===== src/rtl/approx_eval_pkg.sv =====
// Shared types and width helpers for the approximate-operator sweepers.
// Widths are derived from the operand width so no accumulator can wrap.
package approx_eval_pkg;

  typedef enum logic [1:0] {
    IDLE,
    RUN,
    FLUSH,
    DONE
  } sweep_state_e;

  // Exact a+b of two w-bit operands
  function automatic int sum_w(input int w);
    return w + 1;
  endfunction

  // One sweep vector holds both operands
  function automatic int vec_w(input int w);
    return 2 * w;
  endfunction

  // Counts up to 2^(2w) vectors inclusive
  function automatic int cnt_w(input int w);
    return 2 * w + 1;
  endfunction

  // Sum of 2^(2w) errors each below 2^(w+1)
  function automatic int esum_w(input int w);
    return 3 * w + 1;
  endfunction

endpackage


===== src/rtl/approx_err_accum.sv =====
// Stage-1 sample register plus error statistics for one sweep.
// Tracks max, count, sum of |approx-exact| and the first threshold breach.
module approx_err_accum
  import approx_eval_pkg::*;
#(
  parameter int OP_WIDTH = 2,
  parameter int ET       = 7
) (
  input  logic                          clk,
  input  logic                          rst,
  input  logic                          clear,
  input  logic                          valid,
  input  logic [vec_w(OP_WIDTH)-1:0]    vec,
  input  logic [sum_w(OP_WIDTH)-1:0]    exact,
  input  logic [sum_w(OP_WIDTH)-1:0]    approx,
  output logic [sum_w(OP_WIDTH)-1:0]    max_err,
  output logic [cnt_w(OP_WIDTH)-1:0]    err_count,
  output logic [esum_w(OP_WIDTH)-1:0]   err_sum,
  output logic                          violation,
  output logic [vec_w(OP_WIDTH)-1:0]    first_viol_vec
);

  localparam int VW  = vec_w(OP_WIDTH);
  localparam int SW  = sum_w(OP_WIDTH);
  localparam int CW  = cnt_w(OP_WIDTH);
  localparam int ESW = esum_w(OP_WIDTH);

  logic          s1_valid_q, s1_valid_d;
  logic [VW-1:0] s1_vec_q, s1_vec_d;
  logic [SW-1:0] s1_exact_q, s1_exact_d;
  logic [SW-1:0] s1_approx_q, s1_approx_d;

  logic [SW-1:0]  max_q, max_d;
  logic [CW-1:0]  cnt_q, cnt_d;
  logic [ESW-1:0] sum_q, sum_d;
  logic           viol_q, viol_d;
  logic [VW-1:0]  fvec_q, fvec_d;

  logic [SW-1:0]  err;
  logic [31:0]    err32;

  // Capture the sampled vector and both sums for next-cycle accumulation
  always_comb begin
    s1_valid_d  = valid & ~clear;
    s1_vec_d    = vec;
    s1_exact_d  = exact;
    s1_approx_d = approx;
  end

  // Magnitude of the approximation error; never wraps in SW bits
  always_comb begin
    err = '0;
    if (s1_approx_q >= s1_exact_q) begin
      err = s1_approx_q - s1_exact_q;
    end else begin
      err = s1_exact_q - s1_approx_q;
    end
    err32 = 32'(err);
  end

  // Fold the stage-1 entry into the running statistics
  always_comb begin
    max_d  = max_q;
    cnt_d  = cnt_q;
    sum_d  = sum_q;
    viol_d = viol_q;
    fvec_d = fvec_q;
    if (clear) begin
      max_d  = '0;
      cnt_d  = '0;
      sum_d  = '0;
      viol_d = 1'b0;
      fvec_d = '0;
    end else if (s1_valid_q) begin
      if (err > max_q) begin
        max_d = err;
      end
      cnt_d = cnt_q + CW'(err != '0);
      sum_d = sum_q + ESW'(err);
      if ((err32 > 32'(ET)) && !viol_q) begin
        viol_d = 1'b1;
        fvec_d = s1_vec_q;
      end
    end
  end

  // Stage-1 and statistics registers
  always_ff @(posedge clk) begin
    if (rst) begin
      s1_valid_q  <= 1'b0;
      s1_vec_q    <= '0;
      s1_exact_q  <= '0;
      s1_approx_q <= '0;
      max_q       <= '0;
      cnt_q       <= '0;
      sum_q       <= '0;
      viol_q      <= 1'b0;
      fvec_q      <= '0;
    end else begin
      s1_valid_q  <= s1_valid_d;
      s1_vec_q    <= s1_vec_d;
      s1_exact_q  <= s1_exact_d;
      s1_approx_q <= s1_approx_d;
      max_q       <= max_d;
      cnt_q       <= cnt_d;
      sum_q       <= sum_d;
      viol_q      <= viol_d;
      fvec_q      <= fvec_d;
    end
  end

  assign max_err        = max_q;
  assign err_count      = cnt_q;
  assign err_sum        = sum_q;
  assign violation      = viol_q;
  assign first_viol_vec = fvec_q;

endmodule


===== src/rtl/approx_adder_error_sweeper.sv =====
// Sweeps every operand pair through an approximate adder netlist.
// Owns the sweep FSM and vector counter; statistics live in the accumulator.
module approx_adder_error_sweeper
  import approx_eval_pkg::*;
#(
  parameter int OP_WIDTH = 2,
  parameter int ET       = 7
) (
  input  logic                          clk,
  input  logic                          rst,
  input  logic                          start,
  output logic                          busy,
  output logic                          done,
  output logic [2*OP_WIDTH-1:0]         dut_in,
  input  logic [OP_WIDTH:0]             dut_out,
  output logic [OP_WIDTH:0]             max_err,
  output logic [2*OP_WIDTH:0]           err_count,
  output logic [3*OP_WIDTH:0]           err_sum,
  output logic                          violation,
  output logic [2*OP_WIDTH-1:0]         first_viol_vec
);

  localparam int VW = vec_w(OP_WIDTH);
  localparam int SW = sum_w(OP_WIDTH);

  sweep_state_e  state_q, state_d;
  logic [VW-1:0] vec_q, vec_d;
  logic          clear;
  logic          valid;
  logic [SW-1:0] exact;

  // Next state, vector advance and handshake outputs
  always_comb begin
    state_d = state_q;
    vec_d   = vec_q;
    busy    = 1'b0;
    done    = 1'b0;
    clear   = 1'b0;
    valid   = 1'b0;
    unique case (state_q)
      IDLE: begin
        if (start) begin
          clear   = 1'b1;
          vec_d   = '0;
          state_d = RUN;
        end
      end
      RUN: begin
        busy  = 1'b1;
        valid = 1'b1;
        if (vec_q == '1) begin
          state_d = FLUSH;
        end else begin
          vec_d = vec_q + VW'(1);
        end
      end
      FLUSH: begin
        busy    = 1'b1;
        state_d = DONE;
      end
      DONE: begin
        done    = 1'b1;
        state_d = IDLE;
      end
      default: state_d = IDLE;
    endcase
  end

  // State and vector registers
  always_ff @(posedge clk) begin
    if (rst) begin
      state_q <= IDLE;
      vec_q   <= '0;
    end else begin
      state_q <= state_d;
      vec_q   <= vec_d;
    end
  end

  // Reference sum of the vector currently on the adder inputs
  always_comb begin
    exact = SW'(vec_q[OP_WIDTH-1:0])
          + SW'(vec_q[VW-1:OP_WIDTH]);
  end

  assign dut_in = vec_q;

  approx_err_accum #(
    .OP_WIDTH (OP_WIDTH),
    .ET       (ET)
  ) u_accum (
    .clk            (clk),
    .rst            (rst),
    .clear          (clear),
    .valid          (valid),
    .vec            (vec_q),
    .exact          (exact),
    .approx         (dut_out),
    .max_err        (max_err),
    .err_count      (err_count),
    .err_sum        (err_sum),
    .violation      (violation),
    .first_viol_vec (first_viol_vec)
  );

endmodule


===== config.mk =====
export PLATFORM = sky130hd
export DESIGN_NAME = approx_adder_error_sweeper
export DESIGN_NICKNAME = d
export VERILOG_FILES = /design/src/rtl/approx_eval_pkg.sv /design/src/rtl/approx_err_accum.sv /design/src/rtl/approx_adder_error_sweeper.sv
export SDC_FILE = /design/constraint.sdc
export NUM_CORES = 1
export LEC_CHECK = 0
export ABC_AREA = 1
export CORE_MARGIN = 1
export CORE_UTILIZATION = 40
export DETAILED_ROUTE_END_ITERATION = 6
export GPL_TIMING_DRIVEN = 1
export PLACE_DENSITY = 0.67
export SKIP_CTS_REPAIR_TIMING = 1
export SYNTH_ARGS = -nofsm -noshare
export SYNTH_HDL_FRONTEND = slang
export SYNTH_SLANG_ARGS = --single-unit

===== constraint.sdc =====
create_clock -name clk -period 3.1 [get_ports clk]
set_clock_uncertainty 0.1 [all_clocks]
set_input_delay 0.93 -clock clk [delete_from_list [all_inputs] [get_ports clk]]
set_output_delay 0.93 -clock clk [all_outputs]
set_load 0.05 [all_outputs]

Yosys cells after proc, flatten, opt, wreduce, memory -nomap -nowiden
Cells that the tools add are included.

Order comparisons: 3. $add $sub $neg: 6. Reductions and logical operators: 11. Equal/unequal tests: 7. Multiplexer cells: 12. Bitwise gates (word level): 2.

Operators by type and width (count): two-way mux 4 bit (2); case mux 2 bit (4 select lines) (1); case mux 4 bit (2 select lines) (1); adder 7 x 3 -> 7 bit (1); inequality test 2 bit, second input constant (3); AND reduction 2 bit (3); subtractor 3 bit (2); adder 5 x 1 -> 5 bit (1); two-way mux 1 bit (5); adder 4 x 1 -> 4 bit, second input constant (1); equality test 2 bit, second input constant (2); equality test 4 bit, second input constant (1); two-way mux 2 bit (2); OR reduction 2 bit (2); adder 2 x 2 -> 3 bit (1); greater-or-equal comparator 3 bit (1); greater-than comparator 3 bit (1); greater-than comparator 3 bit, second input constant (1); two-way mux 3 bit (1); AND reduction 3 bit (1); nonzero test 3 bit (1); equality test 2 x 1 -> 1 bit, second input constant (1); logical NOT 2 bit (1); nonzero test 2 bit (1); other kinds (4) (4).

Logic and storage cells: 52. Bits of input ports: 6. Register bits: 37. Output and inout bits: 26.

Depth between registers and ports, before layout
Depth after elaboration: 5. Depth in mapped cells: 19. Depth with buffers taken out: 19.

Modules after synthesis
From an unflattened synthesis, not the netlist that was laid out.

Cells, all modules: 253. Area, all modules: 1903.1 um2.

Modules (own cells, without submodules): approx_err_accum (seq. area each 540.5 um2, area an instance 1452.6 um2, times used 1, cells each 194); approx_adder_error_sweeper (seq. area each 120.1 um2, area an instance 450.4 um2, times used 1, cells each 59).

Worst setup path before layout
OpenSTA, ideal clock, no wires.

Path kind: reg2reg. From: reg u_accum.s1_approx_q[0]. To: reg u_accum.sum_q[2] (netlist: u_accum.err_sum[2]). Data arrival time: 2.080 ns. Setup slack: 0.805 ns. Library setup time: 0.115 ns. Clock period less this slack: 2.295 ns. Data required time: 2.885 ns. Cell stages (with the launch flop): 16. Buffers on the path: 0. Cells stage by stage: dfxtp_1 inv_1 ha_1 inv_1 fa_1 nand2_1 nand2_1 or2_1 nand2_1 inv_1 ha_1 inv_1 nand2_1 xor2_1 o21ai_0 inv_1.

Longest elaborated chain between the ends: 3. Elaborated cells between the ends (all ways): 5. Classes of those cells: add/sub (3); order compare (1); mux (1).

RTL lines: start: declaration (line approx_err_accum.sv:31) `logic [SW-1:0] s1_approx_q, s1_approx_d;`; start signal: assignment (line approx_err_accum.sv:103) `s1_approx_q <= s1_approx_d;`; subtractor 3 bit, or another cell as far along (line approx_err_accum.sv:56) `err = s1_exact_q - s1_approx_q;`; two-way mux 3 bit * (line approx_err_accum.sv:53) `if (s1_approx_q >= s1_exact_q) begin`; adder 7 x 3 -> 7 bit * (line approx_err_accum.sv:79) `sum_d = sum_q + ESW'(err);`; end signal: assignment (line approx_err_accum.sv:106) `sum_q <= sum_d;`; end: declaration (line approx_err_accum.sv:35) `logic [ESW-1:0] sum_q, sum_d;`.

Mark *: on every way between the ends. The rest lies on a longest branch, timed or not. A chain may end at the register's enable or synchronous reset.

Worst setup path after layout
From: reg state_q[0]. To: out busy.

Longest elaborated chain between the ends: 3. Elaborated cells between the ends (all ways): 4. Classes of those cells: eq/ne (2); mux (1); reduce/logical (1).

RTL lines: start: declaration (line approx_adder_error_sweeper.sv:26) `sweep_state_e state_q, state_d;`; start signal: assignment (line approx_adder_error_sweeper.sv:75) `state_q <= state_d;`; equality test 2 x 1 -> 1 bit / equality test 2 bit (equally long branches) (line approx_adder_error_sweeper.sv:40) `unique case (state_q)`; OR reduction 2 bit (no line) *; two-way mux 1 bit * (line approx_adder_error_sweeper.sv:40); end: declaration (line approx_adder_error_sweeper.sv:12) `output logic busy,`.

Marks and branches as above.

==> results_dict.tcl <==
set metrics [dict create \
    outcome "finished clean" \
    vias 1473 \
    hold_slack_ps 331 \
    period_minus_slack_ps 2890 \
    antenna_found_initial 0 \
    hold_viol 0 \
    dr.pass1.iters 4 \
    rr_worst_depth 16 \
    ioPinCount 32 \
    p_leak_nw 0.983 \
    antenna_cells 0 \
    min_path_cells 2 \
    cts_tree "done" \
    syn_nets 262 \
    yosys_warnings 0 \
    critPathRequiredTime_ps 2070 \
    setup_violations 0 \
    worst-setup-path-type "flop to output pin" \
    cts-root-buf "clkbuf_8" \
    nets 297 \
    drtIter0Drc 81 \
    place_hpwl_mm 2.27 \
    worst_pin_slew_ps 504 \
    area_growth_pct 27.3 \
    clock-sinks 33 \
    drive_gt1_frac 0.0630 \
    rsz0062_at_grt "false" \
    fmax_mhz 346 \
    row_count 23 \
    hold_path.startpoint "u_accum.first_viol_vec[1]" \
    fin_area_um2 2230 \
    grt_usage 0.161 \
    ys_ff_latch 33 \
    cts.path.max_buffers 2 \
    maxSlewHeadroom 0.663 \
    postRouteAntennaNets 0 \
    finalNonFillerCells 320 \
    critPathCaptureType "output pin" \
    syn_inst 234 \
    slew_viol_final 0 \
    grt_max_degree 14 \
    port-buffer-count 31 \
    netlist_area_um2 1750 \
    avgSynthCellArea_um2 7.50 \
    fin_crit_sh 0.932 \
    numPlacedInstances 312 \
    crit_start "state_q[0]" \
    core_um2 4120 \
    wl_per_cell_um 9.64 \
    reg2reg_to "u_accum.err_sum[6]" \
    drc_errors 0 \
    crit_fanout 4 \
    cp.arrival_ps 1860 \
    fin_ws_ps 210 \
    timing.rr.start "u_accum.s1_approx_q[0]" \
    tns_ps 0 \
    via_per_inst 4.60 \
    start_util 0.426 \
    r2r_slack_ps 620 \
    dieHeight_um 68.2 \
    worst_hold_path_type "flop to flop" \
    insertion_delay_ps 290 \
    gp_congestion 0.799 \
    place_ws_ps 531 \
    grt_pass1_vias 1363 \
    dpl-instance-area_um2 2120 \
    cts_buffers 5 \
    hold_path_end "u_accum.first_viol_vec[1]" \
    cp-start-kind "flop" \
    gr-total-overflow 0 \
    synth-seq-area-share 0.377 \
    ir_drop_mv 0.365 \
    grt_pass1_wl_mm 5.53 \
    yosysUniqueCellTypes 26 \
    die_w_um 68.2 \
    drv_cap 0 \
    p_per_area_nw_per_um2 666 \
    clk_pin_slew_ps 80 \
    die_area_um2 4650 \
    routed_wl_mm 3.09 \
    h-tree-depth 2 \
]
==> worst max path at each step <==
stage / end / slack [ps] / cells past startpoint
after CTS: busy / 210 / 3
after global routing: busy / 140 / 3
after global placement: busy / 560 / 3
final: busy / 210 / 3
after detailed placement: busy / 530 / 3
after floorplan: u_accum.err_sum[2] / 800 / 15
==> layout by cell type (no fill, tap or decap), drive strengths merged, types with 2 or more instances in the layout <==
cell	count
clkbuf	5
ha	19
o22ai	2
nor2	29
nand4	3
nor3	3
a21oi	19
xnor2	2
a211oi	2
dfxtp	33
inv	49
nand2	40
o21ai	3
fa	3
clkdlybuf4s50	31
nand3	18
==> state kept, by name, indices dropped and copies added, names as in the netlist <==
register	flops
u_accum.max_err	3
u_accum.s1_valid_q	1
u_accum.first_viol_vec	4
u_accum.s1_exact_q	3
dut_in	4
u_accum.violation	1
state_q	2
u_accum.err_count	5
u_accum.s1_approx_q	3
u_accum.err_sum	7
==> per-layer routing <==
| layer | routed length (µm) | vias up | global-route usage |
|---|---|---|---|
| met5 | 0 | - | 0 |
| met4 | 69 | 0 | 0.0781 |
| met3 | 125 | 8 | 0.0400 |
| met2 | 1340 | 34 | 0.261 |
| met1 | 1550 | 637 | 0.196 |
| li1 | - | 794 | - |
==> logic make-up after synthesis <==
kind of cell,after synthesis,share of synthesized area
compound gates,28,0.0884
xor+xnor,3,0.0150
fa+ha+maj,22,0.170
buf+inv,53,0.114
flops,33,0.377
simple gates,95,0.236
==> critical path, cell delays in order, from the launching register on <==
cell	delay [ps]
dfxtp_1	360
inv_1	100
ha_1	310
clkdlybuf4s50_1	800
==> metrics by stage <==
| step | power, W | util |
|---|---|---|
| global route | 0.00160 | 0.543 |
| floorplan | 0.000950 | - |
| CTS | 0.00150 | 0.543 |
| detailed placement | 0.00108 | 0.515 |
| finish | 0.00149 | 0.543 |
| global placement | 0.00108 | 0.515 |
==> area by class of cell <==
type	instances	area, µm²
multi-input cells	148	893
flip-flops and latches	33	661
fillers	397	1880
clock inverters	3	46.3
repair buffers	32	318
inverters	49	184
clock buffers	5	68.8
well taps	50	62.6
==> cell usage after synthesis <==
cell / instances / area, µm²
nor3b_1: 1 / 7.51
a21oi_1: 18 / 90.1
nor3_1: 3 / 15.0
nor2_2: 1 / 6.26
dfxtp_1: 33 / 661
nand2_2: 4 / 25.0
nand3_1: 17 / 85.1
a21oi_2: 1 / 8.76
xor2_1: 1 / 8.76
ha_1: 19 / 238
a31oi_1: 1 / 6.26
o21ai_0: 3 / 15.0
nand2_1: 36 / 135
xnor2_1: 2 / 17.5
fa_1: 3 / 60.1
nand3_2: 1 / 10.0
nor2_1: 28 / 105
inv_2: 1 / 3.75
a211oi_1: 2 / 15.0
clkbuf_1: 3 / 11.3
or2_1: 1 / 6.26
inv_1: 48 / 180
o22ai_1: 2 / 12.5
o21bai_1: 1 / 7.51
nand4_1: 3 / 18.8
buf_2: 1 / 5.00
==> power breakdown <==
part	switching, W	total [W]	internal (W)
Combinational	0.000368	0.000567	0.000198
Clock	0.000174	0.000414	0.000241
Sequential	0.0000440	0.000507	0.000463
No activity file was read; power rests on OpenSTA's default activity.
